**config.mk**
```make
export PLATFORM = sky130hd
export DESIGN_NAME = fp_add_sub_seq
export DESIGN_NICKNAME = d
export VERILOG_FILES = /design/src/rtl/fp_add_sub_seq.sv
export SDC_FILE = /design/constraint.sdc
export NUM_CORES = 1
export LEC_CHECK = 0
export ABC_CLOCK_PERIOD_IN_PS = 10700
export CORE_UTILIZATION = 63
export CTS_CLUSTER_DIAMETER = 200
export DETAILED_ROUTE_END_ITERATION = 10
export GPL_ROUTABILITY_DRIVEN = 0
export HOLD_SLACK_MARGIN = 0.03
export PLACE_DENSITY = 0.87
export SLEW_MARGIN = 30
export SYNTH_ARGS = -nofsm -noshare
export SYNTH_HDL_FRONTEND = slang
export SYNTH_SLANG_ARGS = --single-unit
```
**constraint.sdc**
```tcl
create_clock -name clk -period 10.7 [get_ports clk]
set_input_delay 2.14 -clock clk [delete_from_list [all_inputs] [get_ports clk]]
set_output_delay 2.14 -clock clk [all_outputs]
set_load 0.05 [all_outputs]
```
**src/rtl/fp_add_sub_seq.sv**
```systemverilog
// Multi-cycle IEEE-754 single-precision add/subtract. Truncating alignment,
// no rounding; inf/NaN operands and exponent overflow flag an exception.
module fp_add_sub_seq (
  input  logic        clk,
  input  logic        rst,
  input  logic        start,
  input  logic        add_sub_signal,
  input  logic [31:0] a,
  input  logic [31:0] b,
  output logic        busy,
  output logic        done,
  output logic [31:0] res,
  output logic        exception
);

  localparam int unsigned EW = 8;
  localparam int unsigned MW = 23;
  localparam int unsigned SW = 25;
  localparam int unsigned CW = 5;

  typedef enum logic [2:0] {IDLE, LOAD, ALIGN, COMPUTE, NORM, DONE} state_t;

  state_t state, state_nx;

  logic [31:0]   op_a, op_b;
  logic          op_sub;
  logic [SW-1:0] sig_x, sig_y;
  logic [EW-1:0] exp_w;
  logic          sign_r, eff_sub, exc_r;
  logic [CW-1:0] cnt;

  logic [31:0]   x_c, y_c, big_c;
  logic [30:0]   small_c;
  logic          x_ge_y_c, inf_nan_c, norm_exit_c;
  logic [EW-1:0] d_c;
  logic [CW-1:0] shift_c;

  // Operand ordering: larger magnitude first, ties keep a in front
  always_comb begin
    x_c         = op_a;
    y_c         = {op_b[31] ^ op_sub, op_b[30:0]};
    x_ge_y_c    = (x_c[30:0] >= y_c[30:0]);
    big_c       = x_ge_y_c ? x_c : y_c;
    small_c     = x_ge_y_c ? y_c[30:0] : x_c[30:0];
    d_c         = big_c[30:MW] - small_c[30:MW];
    shift_c     = (d_c > 8'd25) ? CW'(25) : d_c[CW-1:0];
    inf_nan_c   = (op_a[30:MW] == 8'hFF) || (op_b[30:MW] == 8'hFF);
    norm_exit_c = sig_x[SW-1] || (sig_x == '0) || sig_x[MW] || (exp_w <= 8'd1);
  end

  always_ff @(posedge clk) begin
    if (rst) state <= IDLE;
    else     state <= state_nx;
  end

  always_comb begin
    state_nx = state;
    case (state)
      IDLE:    if (start) state_nx = LOAD;
      LOAD: begin
        if (inf_nan_c)            state_nx = DONE;
        else if (shift_c == '0)   state_nx = COMPUTE;
        else                      state_nx = ALIGN;
      end
      ALIGN:   if (cnt == CW'(1)) state_nx = COMPUTE;
      COMPUTE: state_nx = NORM;
      NORM:    if (norm_exit_c)   state_nx = DONE;
      DONE:    state_nx = IDLE;
      default: state_nx = IDLE;
    endcase
  end

  // Working datapath, advanced by the current state
  always_ff @(posedge clk) begin
    if (rst) begin
      op_a    <= '0;
      op_b    <= '0;
      op_sub  <= 1'b0;
      sig_x   <= '0;
      sig_y   <= '0;
      exp_w   <= '0;
      sign_r  <= 1'b0;
      eff_sub <= 1'b0;
      exc_r   <= 1'b0;
      cnt     <= '0;
    end else begin
      case (state)
        IDLE: begin
          if (start) begin
            op_a   <= a;
            op_b   <= b;
            op_sub <= add_sub_signal;
          end
        end
        LOAD: begin
          sig_x   <= {1'b0, |big_c[30:MW], big_c[MW-1:0]};
          sig_y   <= {1'b0, |small_c[30:MW], small_c[MW-1:0]};
          exp_w   <= big_c[30:MW];
          sign_r  <= big_c[31];
          eff_sub <= x_c[31] ^ y_c[31];
          cnt     <= shift_c;
          exc_r   <= inf_nan_c;
        end
        ALIGN: begin
          sig_y <= sig_y >> 1;
          cnt   <= cnt - CW'(1);
        end
        COMPUTE: sig_x <= eff_sub ? (sig_x - sig_y) : (sig_x + sig_y);
        NORM: begin
          if (sig_x[SW-1]) begin
            sig_x <= sig_x >> 1;
            exp_w <= exp_w + 8'd1;
            if (exp_w == 8'hFE) exc_r <= 1'b1;
          end else if (sig_x == '0) begin
            sign_r <= 1'b0;
            exp_w  <= '0;
          end else if (sig_x[MW] || (exp_w <= 8'd1)) begin
            if (!sig_x[MW]) exp_w <= '0;
          end else begin
            sig_x <= sig_x << 1;
            exp_w <= exp_w - 8'd1;
          end
        end
        default: ;
      endcase
    end
  end

  // Registered outputs; res/exception update only alongside done
  always_ff @(posedge clk) begin
    if (rst) begin
      busy      <= 1'b0;
      done      <= 1'b0;
      res       <= '0;
      exception <= 1'b0;
    end else begin
      busy <= (state_nx != IDLE);
      done <= (state == DONE);
      if (state == DONE) begin
        res       <= exc_r ? {sign_r, 8'hFF, 23'd0} : {sign_r, exp_w, sig_x[MW-1:0]};
        exception <= exc_r;
      end
    end
  end

endmodule

```
==> impl_metrics.ini, run 1 <==
[synthesis]
ys_types = 59
ys.flop_type = dfxtp_1
synth_compound_area_share_pct = 21.6
synth_cells = 1391
syn_area_mm2 = 0.0104
synthMuxAreaShare_pct = 3.64
synth_top_family_by_area = simple AND/OR/NAND/NOR gates
yosys.area.top_type = dfxtp_1
ys_ff_latch = 168
synthSimpleGateAreaFrac_pct = 23.9
synthAdderAreaFrac_pct = 7.76
post_synth.cell_area_avg_um2 = 7.49
synth_area_leaders = dfxtp_1 (32%), a21oi_1 (8.8%), ha_1 (7.6%), nand2_1 (7.2%), nor2_1 (6.3%)
synth_top_area_share_pct = 32.3
synth_edf_count = 0
syn_nets = 1523
synthArstFlopShare_pct = 0
synth_seq_area_share_pct = 32.3
ys.warnings.count = 0
synth-xor-area-share_pct = 5.21

[floorplanning]
die_area_mm2 = 0.0170
start_util_pct = 65.1
core-area_mm2 = 0.0160
num_rows = 46
pin_count = 103
die_h_um = 131
die_w_um = 131

[worst_hold_path]
hp-class = reg2reg
min_path_cells = 2
holdPathEnd = exception$_SDFFE_PP0P_
hold_path_startpoint = exception$_SDFFE_PP0P_

[sta]
slew_violations = 0
period_share_pct = 40.5
slew_headroom_pct = 43.0
rsz0062_at_grt = false
finalSetupViolCount = 0
fmax_ghz = 0.231
tightest_slew_ps = 853
period_needed_ps = 4330
hold_viol = 0
setup_tns_ps = 0
fin_worst_skew_ps = 7.06

[global_route]
grt_pass1_vias = 8797
antenna_found_initial = 0
overflow = 0
grtUsageTotal_pct = 31.5
grt_pass1_wl_mm = 43.1
grt_start_max_net_pins = 103

[critical_path]
cp_data_arrival_time_ps = 4710
r2r_start = op_b[25]$_SDFFE_PP0P_
cp_max_fo = 93
ff2ff_path_depth = 14
critPathKind = reg2reg
end_kind = register
critPathSlowestCell = buf_6
start_kind = register
cp_slowest_stage_delay_ps = 590
worstPathRequired_ps = 11080
rrSetupSlack_ps = 6370
path_cells = inv_1 -> ha_1 -> a21oi_1 -> nand2_1 -> a221oi_1 -> o211ai_1 -> a21oi_4 -> buf_6 -> mux2i_1 -> o22ai_1 -> a311oi_1 -> xnor2_1 -> nor3_1 -> a41o_1
reg2reg_to = state[0]$_SDFF_PP0_

[drt]
drt_pass1_iterations = 7
vias = 10100
drt_iter0_markers = 1265
drt_drc_violations_left = 0
antenna_left = 0
wl_per_cell_um = 15.7
wl_mm = 26.0
viasPerCell = 6.08

[cts]
numCtsBuffers = 17
clock_latency_ps = 430
clockBufferDepth = 2
cts_setup_buffers = 0
cts_tree = done
htreeDepth = 4
root_buffer = clkbuf_16
clk_pin_slew_ps = 60
hold_buffers = 0
cts_sinks = 168
cts_resized = 0

[placed_design]
dpl.cell_count = 1624
port_buffers = 102
dpl_cell_area_mm2 = 0.0114
dpl.hpwl_mm = 18.6

[final_layout]
utilization_pct = 75.3
syn2layout_area_growth_pct = 15.6
stdcell_count = 1656
drive_gt1_share_pct = 4.58
antenna_cells = 0
postLayoutCellArea_mm2 = 0.0120
nets = 1559

[pwr]
seqPwrFrac_pct = 31.5
p_per_area_mw_per_mm2 = 195
switching_share_pct = 37.9
peakVddDrop_mv = 0.145
finalPower_mw = 2.35
p_int_mw = 1.46
power_switching_uw = 891
clkPwrFrac_pct = 26.8
power_leakage_nw = 4.58
comb_power_share_pct = 41.7

[job]
drv_cap = 0

[outcome]
status = complete, no violations
[worst max-delay path: cells and delay by family (launching register included)]
kind / cells / cell delay (ps)
and+or+nand+nor: 2 / 640
DFF: 1 / 420
adders and majority gates: 1 / 420
xor gates and xnor gates: 1 / 160
muxes: 1 / 360
AOI/OAI and AO/OA: 7 / 1580
buffers and inverters: 2 / 680
[cell families (layout without fill, tap and decap cells)]
logic type	count (synthesis)	count (layout)
AOI/OAI and AO/OA	360	360
xor gates and xnor gates	62	62
adders and majority gates	64	64
buffers and inverters	150	199
DFF	168	168
muxes	37	37
and+or+nand+nor	550	550
[layout make-up]
type                       instances  area, um2
clock buffer                      20        467
clock inverter                    12        141
fill                            1267       3960
inverter                          54        203
multi-input combinational       1073       6490
sequential                       168       3360
tap                              216        270
timing repair buffer             113       1110
[registers in the layout (all words and copies together) (netlist names)]
signal / flops
busy: 1
cnt: 5
done: 1
eff_sub: 1
exc_r: 1
exception: 1
exp_w: 8
op_a: 32
op_b: 32
op_sub: 1
res: 32
sig_x: 25
sig_y: 24
sign_r: 1
state: 3
[synth_stat cells (3+ instances only)]
cell type and n:
nor2b_1 11, o21a_1 7, mux2i_1 30, o21ai_0 30
nand2_1 201, and3_1 7, nor3b_1 5, xnor2_1 46
nand3_1 12, clkbuf_1 83, inv_1 54, or2_2 5
a311oi_1 8, nand2b_1 8, nor4_1 14, nand3b_1 28
a21o_1 12, or3_1 4, nand4_1 15, or4_1 3
buf_6 3, buf_2 3, a221oi_1 37, o21bai_1 3
xor2_1 16, a211oi_1 25, nor2_1 176, dfxtp_1 168
and2_1 5, a31oi_1 11, buf_1 7, ha_1 63
o211ai_1 10, o22ai_1 5, mux2_2 7, a222oi_1 11
nor3_1 49, a21oi_1 184
[through the flow]
step,setup slack [ps],hold WS [ps]
after global routing,6070,465
after global placement,6350,437
after CTS,6280,453
after detailed placement,6310,446
final,6370,450
after floorplan,6280,432
[worst max path at each step]
stage	start	end	slack, ps
after floorplan	op_b[24]$_SDFFE_PP0P_	cnt[2]$_SDFFE_PP0P_	6280
after global placement	rst	busy$_SDFF_PP0_	6350
after detailed placement	op_b[8]$_SDFFE_PP0P_	cnt[0]$_SDFFE_PP0P_	6310
after CTS	op_b[8]$_SDFFE_PP0P_	cnt[0]$_SDFFE_PP0P_	6280
after global routing	sig_y[0]$_SDFFE_PP0P_	sig_x[24]$_SDFFE_PP0P_	6070
final	op_b[25]$_SDFFE_PP0P_	state[0]$_SDFF_PP0_	6370
[cells in the final DEF (no fill, tap or decap), types with 11 or more instances in the layout]
cell             count
a222oi_1            11
nand3b_1            28
a31oi_1             11
dfxtp_1            168
clkdlybuf4s50_1    101
a211oi_1            25
a21o_1              12
xor2_1              16
o21ai_0             30
ha_1                63
a21oi_1            182
xnor2_1             46
a221oi_1            37
nor4_1              14
nand4_1             15
nand3_1             12
nand2_1            201
mux2i_1             30
nor3_1              49
inv_1               54
nor2b_1             11
nor2_1             175
clkbuf_16           17
[power by group through the flow]
stage	Combinational (mW)	Clock (mW)	Sequential, mW
2_1_floorplan	0.779	0	0.728
3_3_place_gp	0.927	0	0.748
3_5_place_dp	0.956	0	0.751
4_1_cts	0.965	0.633	0.737
5_1_grt	1.08	0.661	0.747
6_report	0.979	0.629	0.741
[layer usage]
layer / part of all wire [%] / vias to the layer above / wire length, um / track usage [%]
met3: 9.4 / 41 / 2450 / 4.03
met1: 45 / 4597 / 11800 / 45.6
li1: - / 4983 / - / -
met4: 1.6 / 0 / 423 / 9.80
met2: 44 / 448 / 11300 / 48.6
met5: 0 / - / 0 / 0
No activity file was read; power rests on OpenSTA's default activity.
==> run 2: changes to the inputs <==
--- a/config.mk
+++ b/config.mk
@@ -5,13 +5,13 @@
 export SDC_FILE = /design/constraint.sdc
 export NUM_CORES = 1
 export LEC_CHECK = 0
-export ABC_CLOCK_PERIOD_IN_PS = 10700
-export CORE_UTILIZATION = 63
+export ABC_CLOCK_PERIOD_IN_PS = 3800
+export CORE_UTILIZATION = 53
 export CTS_CLUSTER_DIAMETER = 200
 export DETAILED_ROUTE_END_ITERATION = 10
 export GPL_ROUTABILITY_DRIVEN = 0
 export HOLD_SLACK_MARGIN = 0.03
-export PLACE_DENSITY = 0.87
+export PLACE_DENSITY = 0.78
 export SLEW_MARGIN = 30
 export SYNTH_ARGS = -nofsm -noshare
 export SYNTH_HDL_FRONTEND = slang
==> constraint.sdc (replaced) <==
create_clock -name clk -period 3.8 [get_ports clk]
set_input_delay 0.76 -clock clk [delete_from_list [all_inputs] [get_ports clk]]
set_output_delay 0.76 -clock clk [all_outputs]
set_load 0.05 [all_outputs]
==> run 2 against run 1 <==
  * The run now ends with negative setup slack left
  * Register-to-register slack lost 6600 ps
  * Flip-flop and latch count is the same
  * Critical path type unchanged
  * Largest power group unchanged
  * Critical path depth grew 3
  * Highest routed layer unchanged
  * Clock power grew to 2.9 times the previous value
==> impl_metrics.ini, run 2 (same netlist as run 1, synthesis figures left out) <==
[critical_path]
critPathKind = reg2reg
cp_data_arrival_time_ps = 4410
cp_max_fo = 4
end_kind = register
path_cells = ha_4 -> a21oi_1 -> o21ai_1 -> a221oi_4 -> o31ai_4 -> a21oi_4 -> mux2i_1 -> ha_2 -> nand2_2 -> nand2_1 -> a21oi_2 -> mux2i_2 -> a311oi_2 -> xor2_1 -> nand3_1 -> or4_4 -> a21oi_2
critPathSlowestCell = or4_4
cp.buffers_inverters = 0
critical_path.most_common_cell = a21oi_2
cp_slowest_stage_delay_ps = 550
start_kind = register
worstPathRequired_ps = 4170
crit_family = compound AO/OA/AOI/OAI gates

[pwr]
power_switching_mw = 2.74
peakVddDrop_mv = 0.403
clkPwrFrac_pct = 25.3
p_int_mw = 4.39
switching_share_pct = 38.4
comb_power_share_pct = 45.7
power_leakage_nw = 4.99
p_per_area_mw_per_mm2 = 549
seqPwrFrac_pct = 29.0

[cts]
root_buffer = clkbuf_16
clk_pin_slew_ps = 70
numCtsBuffers = 17
clock_latency_ps = 430
clockBufferDepth = 2
cts_tree = done
cts_sinks = 168
htreeDepth = 4
hold_buffers = 0

[floorplanning]
die_h_um = 142
core-area_mm2 = 0.0190
die_w_um = 142
die_area_mm2 = 0.0202
num_rows = 50
start_util_pct = 54.9
pin_count = 103

[sta]
period_needed_ps = 4040
slew_headroom_pct = 38.4
period_share_pct = 106
setup_ws_ps = -239
finalSetupViolCount = 6
fin_worst_skew_ps = 15.9
fmax_ghz = 0.248
hold_ws_ps = 447
tightest_slew_ps = 924
hold_viol = 0
slew_violations = 0

[drt]
drt_drc_violations_left = 0
viasPerCell = 5.88
drt_pass1_iterations = 6
antenna_left = 0
drt_iter0_markers = 1120
vias = 10400
wl_per_cell_um = 16.2
wl_mm = 28.7

[final_layout]
drive_gt1_share_pct = 12.9
nets = 1633
antenna_cells = 0
largestRegisters = op_a: 32 flops, op_b: 32 flops, res: 32 flops
nFillCells = 1559
final_common_cell = nand2_1
mostFrequentLayoutCells = nand2_1 (199), nor2_1 (176), a21oi_1 (175), dfxtp_1 (156), clkdlybuf4s50_1 (101)
postLayoutCellArea_mm2 = 0.0130
syn2layout_area_growth_pct = 24.9
utilization_pct = 68.6

[global_route]
grt_pass1_vias = 8961
grt_pass1_wl_mm = 44.1
grtUsageTotal_pct = 27.1
antenna_found_initial = 0
grt_start_max_net_pins = 74
overflow = 0

[placed_design]
port_buffers = 102
dpl_cell_area_mm2 = 0.0120
dpl.hpwl_mm = 19.8

[worst_hold_path]
hp-class = reg2reg

[outcome]
violations = negative setup slack
status = finished, violations left

[job]
drv_cap = 0
-- run 2: cell count changes in the layout (fill, tap and decap cells not counted), moves of 7 or more --
cell / previous run / this run
ha_4: 0 / 11
ha_1: 63 / 49
buf_4: 10 / 83
a21oi_2: 1 / 8
dfxtp_2: 0 / 11
a21oi_1: 182 / 175
dfxtp_1: 168 / 156
-- run 2: area by class of cell --
type	count	area (um2)	share of cell area, %
Multi-Input combinational cell	1073	6810	52.4
Sequential cell	168	3380	26.0
Timing Repair Buffer	187	1680	12.9
Clock buffer	19	453	3.48
Tap cell	260	325	2.50
Inverter	54	203	1.56
Clock inverter	13	159	1.22
-- run 2: worst reg2reg max path, cell delays in order, from the launching register on --
cell,delay [ps]
dfxtp_1,430
ha_4,250
a21oi_1,180
o21ai_1,140
a221oi_4,340
o31ai_4,170
a21oi_4,210
mux2i_1,310
ha_2,240
nand2_2,80
nand2_1,140
a21oi_2,80
mux2i_2,290
a311oi_2,180
xor2_1,170
nand3_1,110
or4_4,550
a21oi_2,120
-- run 2: per-stage QoR --
| stage | setup TNS, ps | total power [mW] | setup WS, ps | std cells |
|---|---|---|---|---|
| 2_1_floorplan | 0 | 4.29 | 23.3 | 1391 |
| 3_3_place_gp | 0 | 4.97 | 58.3 | 1731 |
| 3_5_place_dp | -64.4 | 5.04 | -64.4 | 1731 |
| 4_1_cts | 0 | 6.85 | 10.5 | 1763 |
| 5_1_grt | -1490 | 7.51 | -342 | 1774 |
| 6_report | -698 | 7.13 | -239 | 1774 |
-- run 2: metal layers --
metal	GRT usage, %	part of all wire (%)
met1	40.4	47
met2	40.0	43
met4	8.72	2.2
met3	3.63	7.6
met5	0	0
-- run 2: timing repair --
item                       in CTS  in global routing
setup buffers                   0                 11
setup endpoints to repair       6                 16
pin swaps                       0                 21
resized for setup               3                 62
-- run 2: final timing paths --
kind	startpoint	end	slack [ps]	depth (start not counted)
max reg2reg	op_a[10]$_SDFFE_PP0P_	cnt[2]$_SDFFE_PP0P_	-240	17
min reg2reg	res[2]$_SDFFE_PP0P_	res[2]$_SDFFE_PP0P_	450	2
max	op_a[10]$_SDFFE_PP0P_	cnt[2]$_SDFFE_PP0P_	-240	17
min	res[2]$_SDFFE_PP0P_	res[2]$_SDFFE_PP0P_	450	2
-- run 2: power groups by stage --
stage	Combinational, mW	Clock [mW]	Sequential (mW)
2_1_floorplan	2.23	0	2.05
3_3_place_gp	2.88	0	2.09
3_5_place_dp	2.95	0	2.09
4_1_cts	2.98	1.82	2.05
5_1_grt	3.53	1.89	2.09
6_report	3.26	1.80	2.07
